--- src/rtl/instr_mem_loader_if.sv ---
// Byte-stream input and instruction-memory write port of the boot loader.
// master drives the byte stream; slave is the loader itself.
interface instr_mem_loader_if #(
  parameter int ADDR_WIDTH = 8
);
  logic                  in_valid;
  logic [7:0]            in_data;
  logic                  in_ready;
  logic                  im_we;
  logic [ADDR_WIDTH-1:0] im_addr;
  logic [31:0]           im_wdata;

  modport master (
    output in_valid,
    output in_data,
    input  in_ready,
    input  im_we,
    input  im_addr,
    input  im_wdata
  );

  modport slave (
    input  in_valid,
    input  in_data,
    output in_ready,
    output im_we,
    output im_addr,
    output im_wdata
  );
endinterface

--- src/rtl/instr_mem_loader.sv ---
// Boot-time loader: framed byte stream -> instruction memory words,
// holding the CPU in reset until a checksum-verified image is in place.
module instr_mem_loader #(
  parameter int ADDR_WIDTH = 8
) (
  input  logic                  clk,
  input  logic                  rst,
  input  logic                  start,
  instr_mem_loader_if.slave     bus,
  output logic                  cpu_rst,
  output logic                  busy,
  output logic                  done,
  output logic                  error,
  output logic [ADDR_WIDTH:0]   word_count
);

  typedef enum logic [2:0] {
    S_IDLE,
    S_LEN_LO,
    S_LEN_HI,
    S_DATA,
    S_CHECK,
    S_DONE,
    S_ERROR
  } state_t;

  localparam logic [16:0] CAP = 17'(1) << ADDR_WIDTH;

  state_t                state_q;
  logic [7:0]            len_lo_q;
  logic [15:0]           len_q;
  logic [7:0]            chk_q;
  logic [1:0]            bidx_q;
  logic [23:0]           wbuf_q;
  logic [ADDR_WIDTH:0]   cnt_q;
  logic                  we_q;
  logic [ADDR_WIDTH-1:0] addr_q;
  logic [31:0]           wdata_q;
  logic                  cpu_rst_q;
  logic                  done_q;
  logic                  err_q;

  logic                  busy_w;
  logic                  xfer;
  logic [15:0]           len_d;
  logic                  len_bad;
  logic [7:0]            chk_d;
  logic [31:0]           word_d;
  logic [ADDR_WIDTH:0]   cnt_d;
  logic                  last_d;

  // Ready is a pure state decode so no input can reach it combinationally.
  always_comb begin
    busy_w = 1'b0;
    unique case (state_q)
      S_LEN_LO, S_LEN_HI, S_DATA, S_CHECK: busy_w = 1'b1;
      default:                             busy_w = 1'b0;
    endcase
  end

  always_comb begin
    xfer    = bus.in_valid && busy_w;
    len_d   = {bus.in_data, len_lo_q};
    len_bad = (len_d == 16'd0) || ({1'b0, len_d} > CAP);
    chk_d   = chk_q ^ bus.in_data;
    word_d  = {bus.in_data, wbuf_q};
    cnt_d   = cnt_q + (ADDR_WIDTH+1)'(1);
    last_d  = 17'(cnt_d) == {1'b0, len_q};
  end

  always_ff @(posedge clk or posedge rst) begin
    if (rst) begin
      state_q   <= S_IDLE;
      len_lo_q  <= '0;
      len_q     <= '0;
      chk_q     <= '0;
      bidx_q    <= '0;
      wbuf_q    <= '0;
      cnt_q     <= '0;
      we_q      <= 1'b0;
      addr_q    <= '0;
      wdata_q   <= '0;
      cpu_rst_q <= 1'b1;
      done_q    <= 1'b0;
      err_q     <= 1'b0;
    end else begin
      we_q <= 1'b0;
      unique case (state_q)
        S_IDLE, S_DONE, S_ERROR: begin
          if (start) begin
            state_q   <= S_LEN_LO;
            chk_q     <= '0;
            bidx_q    <= '0;
            cnt_q     <= '0;
            done_q    <= 1'b0;
            err_q     <= 1'b0;
            cpu_rst_q <= 1'b1;
          end
        end
        S_LEN_LO: begin
          if (xfer) begin
            len_lo_q <= bus.in_data;
            chk_q    <= chk_d;
            state_q  <= S_LEN_HI;
          end
        end
        S_LEN_HI: begin
          if (xfer) begin
            len_q <= len_d;
            chk_q <= chk_d;
            if (len_bad) begin
              state_q <= S_ERROR;
              err_q   <= 1'b1;
            end else begin
              state_q <= S_DATA;
            end
          end
        end
        S_DATA: begin
          if (xfer) begin
            chk_q  <= chk_d;
            bidx_q <= bidx_q + 2'd1;
            // Bytes shift in from the top, so byte k lands at [8k+7:8k].
            wbuf_q <= word_d[31:8];
            if (bidx_q == 2'd3) begin
              we_q    <= 1'b1;
              addr_q  <= cnt_q[ADDR_WIDTH-1:0];
              wdata_q <= word_d;
              cnt_q   <= cnt_d;
              if (last_d) begin
                state_q <= S_CHECK;
              end
            end
          end
        end
        S_CHECK: begin
          if (xfer) begin
            if (bus.in_data == chk_q) begin
              state_q   <= S_DONE;
              done_q    <= 1'b1;
              cpu_rst_q <= 1'b0;
            end else begin
              state_q <= S_ERROR;
              err_q   <= 1'b1;
            end
          end
        end
        default: state_q <= S_IDLE;
      endcase
    end
  end

  assign bus.in_ready = busy_w;
  assign bus.im_we    = we_q;
  assign bus.im_addr  = addr_q;
  assign bus.im_wdata = wdata_q;
  assign busy         = busy_w;
  assign cpu_rst      = cpu_rst_q;
  assign done         = done_q;
  assign error        = err_q;
  assign word_count   = cnt_q;

endmodule
--- src/flat_wrapper.sv ---
// flat-port wrapper written by rule: the top's interface ports become plain ports
module instr_mem_loader_flat 
#(
  parameter int ADDR_WIDTH = 8
)
  (clk, rst, start, cpu_rst, busy, done, error, word_count, bus_in_valid, bus_in_data, bus_in_ready, bus_im_we, bus_im_addr, bus_im_wdata);
  instr_mem_loader_if #(.ADDR_WIDTH(ADDR_WIDTH)) bus_i ();
  input  logic clk;
  input  logic rst;
  input  logic start;
  output logic cpu_rst;
  output logic busy;
  output logic done;
  output logic error;
  output logic [ADDR_WIDTH:0] word_count;
  input wire logic [$bits(bus_i.in_valid)-1:0] bus_in_valid;
  input wire logic [$bits(bus_i.in_data)-1:0] bus_in_data;
  output wire logic [$bits(bus_i.in_ready)-1:0] bus_in_ready;
  output wire logic [$bits(bus_i.im_we)-1:0] bus_im_we;
  output wire logic [$bits(bus_i.im_addr)-1:0] bus_im_addr;
  output wire logic [$bits(bus_i.im_wdata)-1:0] bus_im_wdata;
  assign bus_i.in_valid = bus_in_valid;
  assign bus_i.in_data = bus_in_data;
  assign bus_in_ready = bus_i.in_ready;
  assign bus_im_we = bus_i.im_we;
  assign bus_im_addr = bus_i.im_addr;
  assign bus_im_wdata = bus_i.im_wdata;
  instr_mem_loader #(.ADDR_WIDTH(ADDR_WIDTH)) u_core (.clk(clk), .rst(rst), .start(start), .bus(bus_i), .cpu_rst(cpu_rst), .busy(busy), .done(done), .error(error), .word_count(word_count));
endmodule
--- config.mk ---
export PLATFORM = sky130hd
export DESIGN_NAME = instr_mem_loader_flat
export DESIGN_NICKNAME = d
export VERILOG_FILES = /design/src/rtl/instr_mem_loader_if.sv /design/src/rtl/instr_mem_loader.sv /design/src/flat_wrapper.sv
export SDC_FILE = /design/constraint.sdc
export NUM_CORES = 1
export LEC_CHECK = 0
export ABC_CLOCK_PERIOD_IN_PS = 3050
export CAP_MARGIN = 20
export CORE_MARGIN = 5
export CORE_UTILIZATION = 57
export DETAILED_ROUTE_END_ITERATION = 6
export DONT_BUFFER_PORTS = 1
export GPL_TIMING_DRIVEN = 1
export PLACE_DENSITY = 0.75
export SKIP_CTS_REPAIR_TIMING = 1
export SLEW_MARGIN = 20
export SYNTH_ARGS = -nofsm -noshare
export SYNTH_HDL_FRONTEND = slang
export SYNTH_SLANG_ARGS = --single-unit
--- constraint.sdc ---
create_clock -name clk -period 3.05 [get_ports clk]
set_input_delay 0.1525 -clock clk [delete_from_list [all_inputs] [get_ports clk]]
set_output_delay 0.1525 -clock clk [all_outputs]
set_load 0.05 [all_outputs]
==> After elaboration in Yosys (flattened, before gate mapping) <==
Cells that the tools add are included.
W data, S select, Z words.
{ "totals": {"register_bits": 114, "inputBits": 12, "out_inout_bits": 55, "word_cells": 95} }
{ "op_classes": {"add_sub_neg": 2, "magnitude_cmp": 1, "eq_ne": 20, "mux": 37, "bitwise_logic": 1, "n_reduce_logical": 21} }
{ "ops": {"columns": ["cell", "n"], "rows": [
  ["$mux W9", 3],
  ["$mux W3", 8],
  ["$ne A2 B1 Y1 const B", 9],
  ["$pmux W9 S2", 1],
  ["$eq A9 B16 Y1", 1],
  ["$gt A16 B9 Y1 const B", 1],
  ["$logic_not A16 Y1", 1],
  ["$mux W8", 2],
  ["$pmux W8 S2", 1],
  ["$pmux W3 S5", 1],
  ["$mux W1", 14],
  ["$add A9 B1 Y9 const B", 1],
  ["$eq A3 B3 Y1 const B", 3],
  ["$reduce_and A3 Y1", 3],
  ["$eq A8 B8 Y1", 1],
  ["$reduce_and A4 Y1", 2],
  ["$xor A8 B8 Y8", 1],
  ["$reduce_and A7 Y1", 1],
  ["$eq A3 B2 Y1 const B", 2],
  ["$mux W2", 3],
  ["$reduce_and A2 Y1", 3],
  ["$reduce_and A6 Y1", 1],
  ["$reduce_bool A2 Y1", 3],
  ["$reduce_or A3 Y1", 2],
  ["12 further kinds", 14]
]} }

==> Logic depth before layout (Yosys ltp) <==
Gate-level depths: netlist of the first run.
{ "logic_depth": {"ltp_word": 6, "mapped_depth": 9} }

==> Worst setup path after synthesis of the first run <==
No wires, ideal clock.
{ "synth_path": {"kind": "register -> register", "start": "register u_core.state_q[0]", "end": "register u_core.state_q[1]", "setup_ps": 124, "arrival_time_ps": 2327, "slack_ps": 599, "stages_incl_launch_ff": 8, "cell_sequence": "dfrtp_1 > buf_2 > nor2_1 > xnor2_1 > nand4b_1 > nor4_1 > nand4_1 > a211o_1"} }
{ "synth_between": {"elab_chain_cells": 6} }
{ "synth_rtl": {"columns": ["element", "line", "rtl"], "rows": [
  ["from (decl)", "instr_mem_loader.sv:29", "state_t state_q;"],
  ["from (signal assigned)", "instr_mem_loader.sv:73", "state_q <= S_IDLE;"],
  ["from (signal assigned)", "instr_mem_loader.sv:91", "state_q <= S_LEN_LO;"],
  ["from (signal assigned)", "instr_mem_loader.sv:104", "state_q <= S_LEN_HI;"],
  ["$eq A3 B1 Y1, or another cell as far along", "instr_mem_loader.sv:55", "unique case (state_q)"],
  ["$reduce_or A4 Y1 (*)", "instr_mem_loader.sv:55", null],
  ["$mux W1 (*)", "instr_mem_loader.sv:55", null],
  ["net bus_in_ready", "flat_wrapper.sv:18", "output wire logic [$bits(bus_i.in_ready)-1:0] bus_in_ready;"],
  ["$logic_and A1 B1 Y1 (*)", "instr_mem_loader.sv:62", "xfer = bus.in_valid && busy_w;"],
  ["$ne A2 B1 Y1 (no line)", null, null],
  ["$reduce_and A7 Y1 (no line) (*)", null, null]
]} }
The timed path passes the listed nets; every way through them passes the cells marked *.
A chain may end at the register's enable or synchronous reset.

==> Worst setup path in the final report of the first run <==
{ "layout_path": {"start": "register u_core.cnt_q[3], in the netlist u_core.word_count[3]", "end": "register u_core.state_q[1]"} }
{ "layout_between": {"elab_chain_cells": 4} }
{ "layout_rtl": {"columns": ["element", "line", "rtl"], "rows": [
  ["from (decl)", "instr_mem_loader.sv:35", "logic [ADDR_WIDTH:0] cnt_q;"],
  ["from (signal assigned)", "instr_mem_loader.sv:129", "cnt_q <= cnt_d;"],
  ["$add A9 B1 Y9", "instr_mem_loader.sv:67", "cnt_d = cnt_q + (ADDR_WIDTH+1)'(1);"],
  ["$eq A9 B16 Y1", "instr_mem_loader.sv:68", "last_d = 17'(cnt_d) == {1'b0, len_q};"],
  ["$ne A2 B1 Y1 (no line)", null, null],
  ["$reduce_and A7 Y1 (no line)", null, null]
]} }
Every way passes these cells.

==> results.sh, run 1 <==
export IMPL_status="finished, final reports clean"
export IMPL_drt_pass1_iter_count=4
export IMPL_async_flop_share_pct=100
export IMPL_ant_nets=0
export IMPL_clockBufferDepth=2
export IMPL_num_io_pins=67
export IMPL_cp_arrival_ns=2.80
export IMPL_hold_class="in -> reg"
export IMPL_max_cap_violations=0
export IMPL_worst_pin_slew_ns=0.792
export IMPL_ys_flop_type="dfrtp_1"
export IMPL_detail_route_iter0_violations=224
export IMPL_synth_cell_types=57
export IMPL_final_max_slew_violation_count=0
export IMPL_wl_met3_um=950
export IMPL_io_buffers=0
export IMPL_synth_top_cell_area_share_pct=55.3
export IMPL_synthCells=500
export IMPL_synth_seq_cells=114
export IMPL_grtUsageTotal_pct=21.2
export IMPL_pre_cts_ws_ns=0.716
export IMPL_synth_warnings=0
export IMPL_cts_clk_slew_worst_paths_ns=0.05
export IMPL_grt_start_max_net_pins=61
export IMPL_power_leakage_nw=2.73
export IMPL_rows=34
export IMPL_crit_required_ns=3.45
export IMPL_drc=0
export IMPL_setup_violations=0
export IMPL_clock_latency_ns=0.51
export IMPL_rsz0062_at_grt="false"
export IMPL_min_period_over_period_pct=78.8
export IMPL_coreArea_sq_um=8720
export IMPL_initial_utilization_pct=58.7
export IMPL_top_layer="met4"
export IMPL_cts_tree="done"
export IMPL_dieWidth_um=105
export IMPL_hpwl_mm=7.15
export IMPL_max_freq_ghz=0.416
export IMPL_grt_pass1_wl_mm=18.8
export IMPL_ctsHtreeMaxLevel=4
export IMPL_crit_path_max_fanout=10
export IMPL_skew_ns=0.00770
export IMPL_cts_buffers=17
export IMPL_critPathLaunchType="flop"
export IMPL_nNetsFinal=527
export IMPL_overflow=0
export IMPL_routed_wl_met2_mm=5.49
export IMPL_post_synth_cell_area_avg_sq_um=10.2
export IMPL_gp_congestion=0.813
export IMPL_syn_to_final_growth_pct=15.4
export IMPL_clock_sinks=114
export IMPL_synth_fp_nets=514
export IMPL_synth_edf_count=0
export IMPL_postPlaceCellArea_sq_um=5200
export IMPL_synth_area_sq_um=5110
export IMPL_post_drt_wl_per_cell_um=18.0
export IMPL_critPathCaptureType="flop"
export IMPL_min_period_ns=2.40
export IMPL_antenna_found_initial=1
export IMPL_worst_setup_path_type="reg -> reg"
export IMPL_finalSetupTns_ns=0
export IMPL_avgViaCountPerCell=5.88
export IMPL_met1Wirelength_mm=4.82
export IMPL_yosys_top_cells_area="dfrtp_1, nand2_1, mux2_2"
export IMPL_final_cell_area_sq_um=5900
export IMPL_setup_ws_ns=0.645
export IMPL_fp_dieH_um=105
export IMPL_wl_mm=11.5
export IMPL_cts_root_buf="clkbuf_8"
export IMPL_via_count=3736
export IMPL_die_area_sq_um=11000
export IMPL_maxSlewHeadroom_pct=46.9
export IMPL_power_density_nw_per_um2=1100
export IMPL_first_global_vias=3729
export IMPL_ys_seq_area_share_pct=55.8
export IMPL_ir_drop_mv=0.645
export IMPL_yosysTopAreaCell="dfrtp_1"
export IMPL_layout_drive_gt1_share_pct=18.3
export IMPL_hold_violations=0
-- cells by family (layout without fill, tap and decap cells) --
logic type               count (synthesis)  count (layout)  synth area share [%]
XOR/XNOR                                16              16                  2.74
adder cells (fa/ha/maj)                  2               2                 0.489
multiplexers                            47              47                  10.3
AND/OR/NAND/NOR                        207             207                  18.0
AO/OA/AOI/OAI                           75              75                  9.08
other                                    0               1                     0
flip-flops                             114             114                  55.8
buffers and inverters                   39              65                  3.62
-- sequential cells by signal, indices dropped and copies added (netlist names) --
name	count
u_core.cpu_rst	1
u_core.word_count	9
u_core.state_q	3
u_core.bidx_q	2
u_core.done	1
u_core.error	1
u_core.len_lo_q	8
u_core.bus.im_addr	8
u_core.wbuf_q	24
u_core.len_q	16
u_core.bus.im_wdata	32
u_core.chk_q	8
u_core.bus.im_we	1
-- final timing paths --
kind	startpoint	end	slack, ns	cells after the start
max	u_core.word_count[3]$_DFFE_PP0P_	u_core.state_q[1]$_DFFE_PP0P_	0.65	5
min	start	u_core.error$_DFFE_PP0P_	0.08	3
max reg2reg	u_core.word_count[3]$_DFFE_PP0P_	u_core.state_q[1]$_DFFE_PP0P_	0.65	5
min reg2reg	u_core.wbuf_q[6]$_DFFE_PP0P_	u_core.bus.im_wdata[6]$_DFFE_PP0P_	0.47	2
max in group asynchronous	rst	u_core.len_lo_q[0]$_DFFE_PP0P_	2.19	3
min in group asynchronous	rst	u_core.bus.im_wdata[1]$_DFFE_PP0P_	0.34	3
-- cell usage in the layout, fill, tap and decap left out, types with 2 or more instances in the layout --
cell and instances:
a21oi_1 7, a221o_1 2, and2_1 2, buf_4 12
bufinv_16 3, clkbuf_1 3, clkbuf_16 16, clkbuf_8 3
clkinv_2 5, clkinvlp_4 2, dfrtp_1 113, dlygate4sd3_1 11
ha_1 2, inv_1 8, mux2_2 46, nand2_1 140
nand2b_1 9, nand3_1 8, nand4_1 5, nand4b_1 2
nor2_1 16, nor2b_1 3, nor3_1 2, nor3b_1 2
nor4_1 6, nor4b_1 2, o21ai_0 31, o21ai_1 11
o31ai_1 3, o41ai_1 2, or2b_1 2, or3_1 2
xnor2_1 10, xor2_1 5
-- through the flow --
step           hold WS (ns)  power [W]  util, %  cells
2_1_floorplan         0.258    0.00416        -    500
3_3_place_gp          0.261    0.00443     59.7    591
3_5_place_dp          0.268    0.00453     59.7    591
4_1_cts              -0.267    0.00649     66.4    623
5_1_grt              0.0873    0.00684     67.7    635
6_report             0.0750    0.00649     67.7    635
-- routing by layer --
| metal | vias to the layer above | track usage [%] |
|---|---|---|
| met5 | - | 0 |
| met4 | 0 | 6.67 |
| met3 | 17 | 8.38 |
| met2 | 145 | 32.9 |
| met1 | 1836 | 27.7 |
| li1 | 1738 | - |
-- cell type report --
cell class | instances | area (sq um)
Antenna cell | 1 | 2.50
Fill cell | 628 | 2820
Clock buffer | 22 | 453
Tap cell | 108 | 135
Inverter | 10 | 41.3
Clock inverter | 10 | 131
Multi-Input combinational cell | 347 | 2080
Timing Repair Buffer | 23 | 200
Sequential cell | 114 | 2850
-- cells in the mapped netlist, drive strengths merged, types with 3 or more instances --
master  count
inv         9
dfrtp     113
nand3       9
mux2       46
clkbuf      6
o21ai      43
o31ai       3
xnor2      11
a21oi       7
buf        23
nand2     140
nand2b      9
nand4       5
nor2b       3
nor4        6
xor2        5
nor2       17
-- power by group --
part           switching [W]  internal [W]  leakage (nW)  total, W
Clock               0.000663       0.00128         0.289   0.00194
Sequential          0.000965       0.00205          1.46   0.00301
Combinational       0.000788      0.000747         0.983   0.00153
-- critical path, stage by stage, from the launching register on --
cell,delay (ns)
dfrtp_1,0.79
nand3_2,0.20
or3_1,0.39
a221oi_1,0.36
nand4_1,0.22
a211o_1,0.33
Note: power is estimated with default switching activity, not from simulation.
==> run 2, diff against run 1 <==
--- a/config.mk
+++ b/config.mk
@@ -5,14 +5,14 @@
 export SDC_FILE = /design/constraint.sdc
 export NUM_CORES = 1
 export LEC_CHECK = 0
-export ABC_CLOCK_PERIOD_IN_PS = 3050
+export ABC_CLOCK_PERIOD_IN_PS = 2400
 export CAP_MARGIN = 20
 export CORE_MARGIN = 5
-export CORE_UTILIZATION = 57
+export CORE_UTILIZATION = 60
 export DETAILED_ROUTE_END_ITERATION = 6
 export DONT_BUFFER_PORTS = 1
 export GPL_TIMING_DRIVEN = 1
-export PLACE_DENSITY = 0.75
+export PLACE_DENSITY = 0.76
 export SKIP_CTS_REPAIR_TIMING = 1
 export SLEW_MARGIN = 20
 export SYNTH_ARGS = -nofsm -noshare
==> constraint.sdc (replaced) <==
create_clock -name clk -period 2.4 [get_ports clk]
set_input_delay 0.12 -clock clk [delete_from_list [all_inputs] [get_ports clk]]
set_output_delay 0.12 -clock clk [all_outputs]
set_load 0.05 [all_outputs]
==> run 2 against run 1 <==
Against the previous run: global-route usage is 3.1 points higher; via count is 4.0% higher; register-to-register slack worse by 0.40 ns; critical path depth stayed put; design area is 3.3% higher; core utilization is 6.2 points higher; sequential power is 28% higher.
==> results.sh, run 2 (synthesized netlist as in run 1, its figures left out) <==
export IMPL_status="finished, final reports clean"
export IMPL_critPathLaunchType="flop"
export IMPL_cts_clk_slew_worst_paths_ns=0.05
export IMPL_postPlaceCellArea_sq_um=5320
export IMPL_finalSetupTns_ns=0
export IMPL_grt_start_max_net_pins=68
export IMPL_max_freq_ghz=0.463
export IMPL_crit_required_ns=2.81
export IMPL_ctsHtreeMaxLevel=4
export IMPL_min_period_over_period_pct=90.0
export IMPL_power_leakage_nw=2.84
export IMPL_overflow=0
export IMPL_coreArea_sq_um=8260
export IMPL_rsz0062_at_grt="false"
export IMPL_fillers=562
export IMPL_num_io_pins=67
export IMPL_final_cell_mix="nand2_1, dfrtp_1, mux2_2"
export IMPL_clock_sinks=114
export IMPL_ant_nets=0
export IMPL_detail_route_iter0_violations=287
export IMPL_via_count=3887
export IMPL_critPathCaptureType="flop"
export IMPL_dieWidth_um=102
export IMPL_skew_ns=0.00510
export IMPL_cp_arrival_ns=2.57
export IMPL_cts_root_buf="clkbuf_8"
export IMPL_die_area_sq_um=10500
export IMPL_worst_setup_path_type="reg -> reg"
export IMPL_post_drt_wl_per_cell_um=19.0
export IMPL_final_cell_area_sq_um=6100
export IMPL_avgViaCountPerCell=6.04
export IMPL_hold_violations=0
export IMPL_critPathLaunch="u_core.state_q[1]$_DFFE_PP0P_"
export IMPL_crit_path_max_fanout=16
export IMPL_hold_class="in -> reg"
export IMPL_power_w=0.00870
export IMPL_hpwl_mm=7.35
export IMPL_maxSlewHeadroom_pct=61.1
export IMPL_initial_utilization_pct=61.9
export IMPL_max_cap_violations=0
export IMPL_antenna_cells=0
export IMPL_cts_tree="done"
export IMPL_cp_endpoint="u_core.chk_q[0]$_DFFE_PP0P_"
export IMPL_drc=0
export IMPL_ir_drop_mv=0.835
export IMPL_antenna_found_initial=0
export IMPL_worst_pin_slew_ns=0.583
export IMPL_r2r_cells=5
export IMPL_rows=33
export IMPL_largest_register_ffs=32
export IMPL_clock_latency_ns=0.51
export IMPL_layout_cells_most_common="nand2_1"
export IMPL_min_period_ns=2.16
export IMPL_power_density_nw_per_um2=1430
export IMPL_wl_mm=12.2
export IMPL_syn_to_final_growth_pct=19.2
export IMPL_grtUsageTotal_pct=24.4
export IMPL_gp_congestion=0.888
export IMPL_fp_dieH_um=102
export IMPL_layout_drive_gt1_share_pct=20.6
export IMPL_final_max_slew_violation_count=0
export IMPL_grt_pass1_wl_mm=19.4
export IMPL_io_buffers=0
export IMPL_first_global_vias=3807
export IMPL_clockBufferDepth=2
export IMPL_setup_violations=0
export IMPL_timing_rr_start="u_core.state_q[1]$_DFFE_PP0P_"
export IMPL_timing_rr_end="u_core.chk_q[0]$_DFFE_PP0P_"
export IMPL_r2r_slack_ns=0.24
export IMPL_nNetsFinal=540
export IMPL_cts_buffers=17
export IMPL_drt_pass1_iter_count=5
run 2: where the power goes:
part	total (W)	internal, W	switching, W	leakage (nW)
logic	0.00205	0.000994	0.00106	1.06
registers	0.00385	0.00260	0.00124	1.46
clock network	0.00280	0.00192	0.000881	0.318
run 2: worst max-delay path: stages (launching register included):
cell and delay, ns:
dfrtp_1 0.62, nor2b_1 0.23, nor4b_1 0.40, a221o_1 0.34, nand2b_1 0.23, o31ai_1 0.23
run 2: per-layer routing:
metal,GRT usage (%),routed length (um),up-vias
met5,0,0,-
met4,8.68,220,0
met1,31.3,5110,1933
met2,39.2,6000,166
li1,-,-,1763
met3,7.71,887,25
run 2: how the worst min path moves through the flow:
stage                   startpoint                             endpoint  cells after the start
finish                       start        u_core.state_q[1]$_DFFE_PP0P_                      4
global route                 start             u_core.error$_DFFE_PP0P_                      3
CTS                            rst   u_core.bus.im_wdata[2]$_DFFE_PP0P_                      2
detailed placement             rst   u_core.bus.im_wdata[2]$_DFFE_PP0P_                      2
global placement               rst   u_core.bus.im_wdata[2]$_DFFE_PP0P_                      2
floorplan           bus_in_data[1]  u_core.bus.im_wdata[25]$_DFFE_PP0P_                      2
run 2: area by class of cell:
cell class | instances | area, sq um | area share [%]
Clock buffer | 19 | 432 | 7.08
Clock inverter | 13 | 231 | 3.80
Inverter | 10 | 41.3 | 0.677
Multi-Input combinational cell | 347 | 2080 | 34.2
Sequential cell | 114 | 2850 | 46.8
Tap cell | 105 | 131 | 2.16
Timing Repair Buffer | 36 | 323 | 5.30
run 2: through the flow:
step | cells | util, % | setup slack, ns | hold slack, ns
2_1_floorplan | 500 | - | 0.0442 | 0.225
3_3_place_gp | 601 | 64.5 | 0.423 | 0.123
3_5_place_dp | 601 | 64.5 | 0.328 | 0.126
4_1_cts | 633 | 72.5 | 0.306 | -0.410
5_1_grt | 644 | 73.8 | 0.103 | 0.0572
6_report | 644 | 73.8 | 0.240 | 0.0463
==> run 3, diff against run 2 <==
--- a/config.mk
+++ b/config.mk
@@ -7,12 +7,15 @@
 export LEC_CHECK = 0
 export ABC_CLOCK_PERIOD_IN_PS = 2400
 export CAP_MARGIN = 20
+export CELL_PAD_IN_SITES_DETAIL_PLACEMENT = 0
+export CELL_PAD_IN_SITES_GLOBAL_PLACEMENT = 1
 export CORE_MARGIN = 5
-export CORE_UTILIZATION = 60
+export CORE_UTILIZATION = 49
 export DETAILED_ROUTE_END_ITERATION = 6
 export DONT_BUFFER_PORTS = 1
 export GPL_TIMING_DRIVEN = 1
-export PLACE_DENSITY = 0.76
+export MAX_ROUTING_LAYER = met4
+export PLACE_DENSITY_LB_ADDON = 0.1
 export SKIP_CTS_REPAIR_TIMING = 1
 export SLEW_MARGIN = 20
 export SYNTH_ARGS = -nofsm -noshare
==> run 3 against run 2 <==
Against the previous run: total power fell by 4.4%; maximum frequency rose by 1.5%; non-clock buffer count fell by 1; first-iteration DRC count fell by 17%; core utilization fell by 14 points; global-route usage fell by 4.5 points; clock power fell by 11%; cell count rose by 4.7%; sequential power fell by 1%.
==> results.sh, run 3 (synthesized netlist as in run 1, its figures left out) <==
export IMPL_crit_required_ns=2.77
export IMPL_gp_congestion=0.896
export IMPL_die_area_sq_um=12600
export IMPL_layout_drive_gt1_share_pct=20.6
export IMPL_drt_pass1_iter_count=4
export IMPL_nNetsFinal=539
export IMPL_worst_setup_path_type="reg -> reg"
export IMPL_rows=37
export IMPL_via_count=3681
export IMPL_fp_dieH_um=112
export IMPL_hold_class="in -> reg"
export IMPL_num_io_pins=67
export IMPL_max_cap_violations=0
export IMPL_power_density_nw_per_um2=1370
export IMPL_worst_pin_slew_ns=0.660
export IMPL_coreArea_sq_um=10200
export IMPL_crit_path_max_fanout=54
export IMPL_syn_to_final_growth_pct=19.0
export IMPL_min_period_ns=2.13
export IMPL_first_global_vias=3620
export IMPL_setup_violations=0
export IMPL_detail_route_iter0_violations=239
export IMPL_status="finished, final reports clean"
export IMPL_initial_utilization_pct=50.0
export IMPL_antenna_found_initial=0
export IMPL_hold_violations=0
export IMPL_clockBufferDepth=2
export IMPL_final_cell_area_sq_um=6090
export IMPL_rsz0062_at_grt="false"
export IMPL_min_period_over_period_pct=88.6
export IMPL_power_leakage_nw=2.81
export IMPL_skew_ns=0.0117
export IMPL_final_cell_mix="nand2_1, dfrtp_1, mux2_2"
export IMPL_cts_root_buf="clkbuf_8"
export IMPL_antenna_cells=0
export IMPL_cts_tree="done"
export IMPL_io_buffers=0
export IMPL_grt_pass1_wl_mm=19.4
export IMPL_ctsHtreeMaxLevel=4
export IMPL_cts_clk_slew_worst_paths_ns=0.06
export IMPL_ant_nets=0
export IMPL_post_drt_wl_per_cell_um=17.8
export IMPL_dieWidth_um=112
export IMPL_clock_latency_ns=0.51
export IMPL_hpwl_mm=7.68
export IMPL_clock_sinks=114
export IMPL_maxSlewHeadroom_pct=55.9
export IMPL_largest_register_ffs=32
export IMPL_wl_mm=12.0
export IMPL_grt_start_max_net_pins=55
export IMPL_layout_cells_most_common="nand2_1"
export IMPL_postPlaceCellArea_sq_um=5380
export IMPL_max_freq_ghz=0.470
export IMPL_overflow=0
export IMPL_critPathCaptureType="flop"
export IMPL_finalSetupTns_ns=0
export IMPL_cp_arrival_ns=2.50
export IMPL_final_max_slew_violation_count=0
export IMPL_avgViaCountPerCell=5.46
export IMPL_cts_buffers=17
export IMPL_grtUsageTotal_pct=19.9
export IMPL_fillers=851
export IMPL_ir_drop_mv=0.598
export IMPL_drc=0
export IMPL_critPathLaunchType="flop"
## run 3: layout make-up
cell class | count | area [sq um] | area share (%)
clock inverter | 12 | 144 | 2.36
clock buffer | 20 | 455 | 7.48
sequential | 114 | 2850 | 46.9
inverter | 10 | 41.3 | 0.678
timing repair buffer | 35 | 340 | 5.59
multi-input combinational | 347 | 2080 | 34.2
tap | 136 | 170 | 2.79
## run 3: layer usage
| metal | routed length [um] | track usage [%] | part of all wire, % | vias up |
|---|---|---|---|---|
| met5 | 0 | - | 0 | - |
| met1 | 5580 | 26.2 | 47 | 1829 |
| met2 | 5590 | 29.5 | 47 | 95 |
| li1 | - | - | - | 1751 |
| met3 | 750 | 6.74 | 6.3 | 6 |
| met4 | 81 | 5.61 | 0.68 | 0 |
## run 3: path summary, 6_finish.rpt
kind	start	end	slack [ns]	cells after the start
min	start	u_core.state_q[1]$_DFFE_PP0P_	0.05	4
max reg2reg	u_core.state_q[2]$_DFFE_PP0P_	u_core.word_count[7]$_DFFE_PP0P_	0.27	6
min reg2reg	u_core.wbuf_q[1]$_DFFE_PP0P_	u_core.bus.im_wdata[1]$_DFFE_PP0P_	0.47	2
max in group asynchronous	rst	u_core.len_q[3]$_DFFE_PP0P_	1.56	3
max	u_core.state_q[2]$_DFFE_PP0P_	u_core.word_count[7]$_DFFE_PP0P_	0.27	6
min in group asynchronous	rst	u_core.bus.im_wdata[9]$_DFFE_PP0P_	0.18	2
## run 3: power breakdown
| group | internal [W] | switching, W | total, W |
|---|---|---|---|
| Combinational | 0.00100 | 0.000994 | 0.00200 |
| Sequential | 0.00260 | 0.00121 | 0.00381 |
| Clock | 0.00158 | 0.000926 | 0.00250 |
## run 3: stage by stage
stage / hold WS, ns / worst slack (ns) / instances / total power, W / utilization (%)
after floorplan: 0.225 / 0.0442 / 500 / 0.00530 / -
after global placement: 0.110 / 0.303 / 631 / 0.00575 / 52.6
after detailed placement: 0.119 / 0.274 / 631 / 0.00581 / 52.6
after CTS: -0.427 / 0.260 / 663 / 0.00834 / 58.4
after global routing: 0.0524 / 0.0459 / 674 / 0.00878 / 59.5
final: 0.0527 / 0.273 / 674 / 0.00832 / 59.5
## run 3: worst max-delay path: stages (launching register included)
cell	delay [ns]
dfrtp_1	0.53
nor2_1	0.35
nand4_1	0.25
buf_12	0.27
and2_1	0.31
o21ai_1	0.17
o41ai_1	0.09
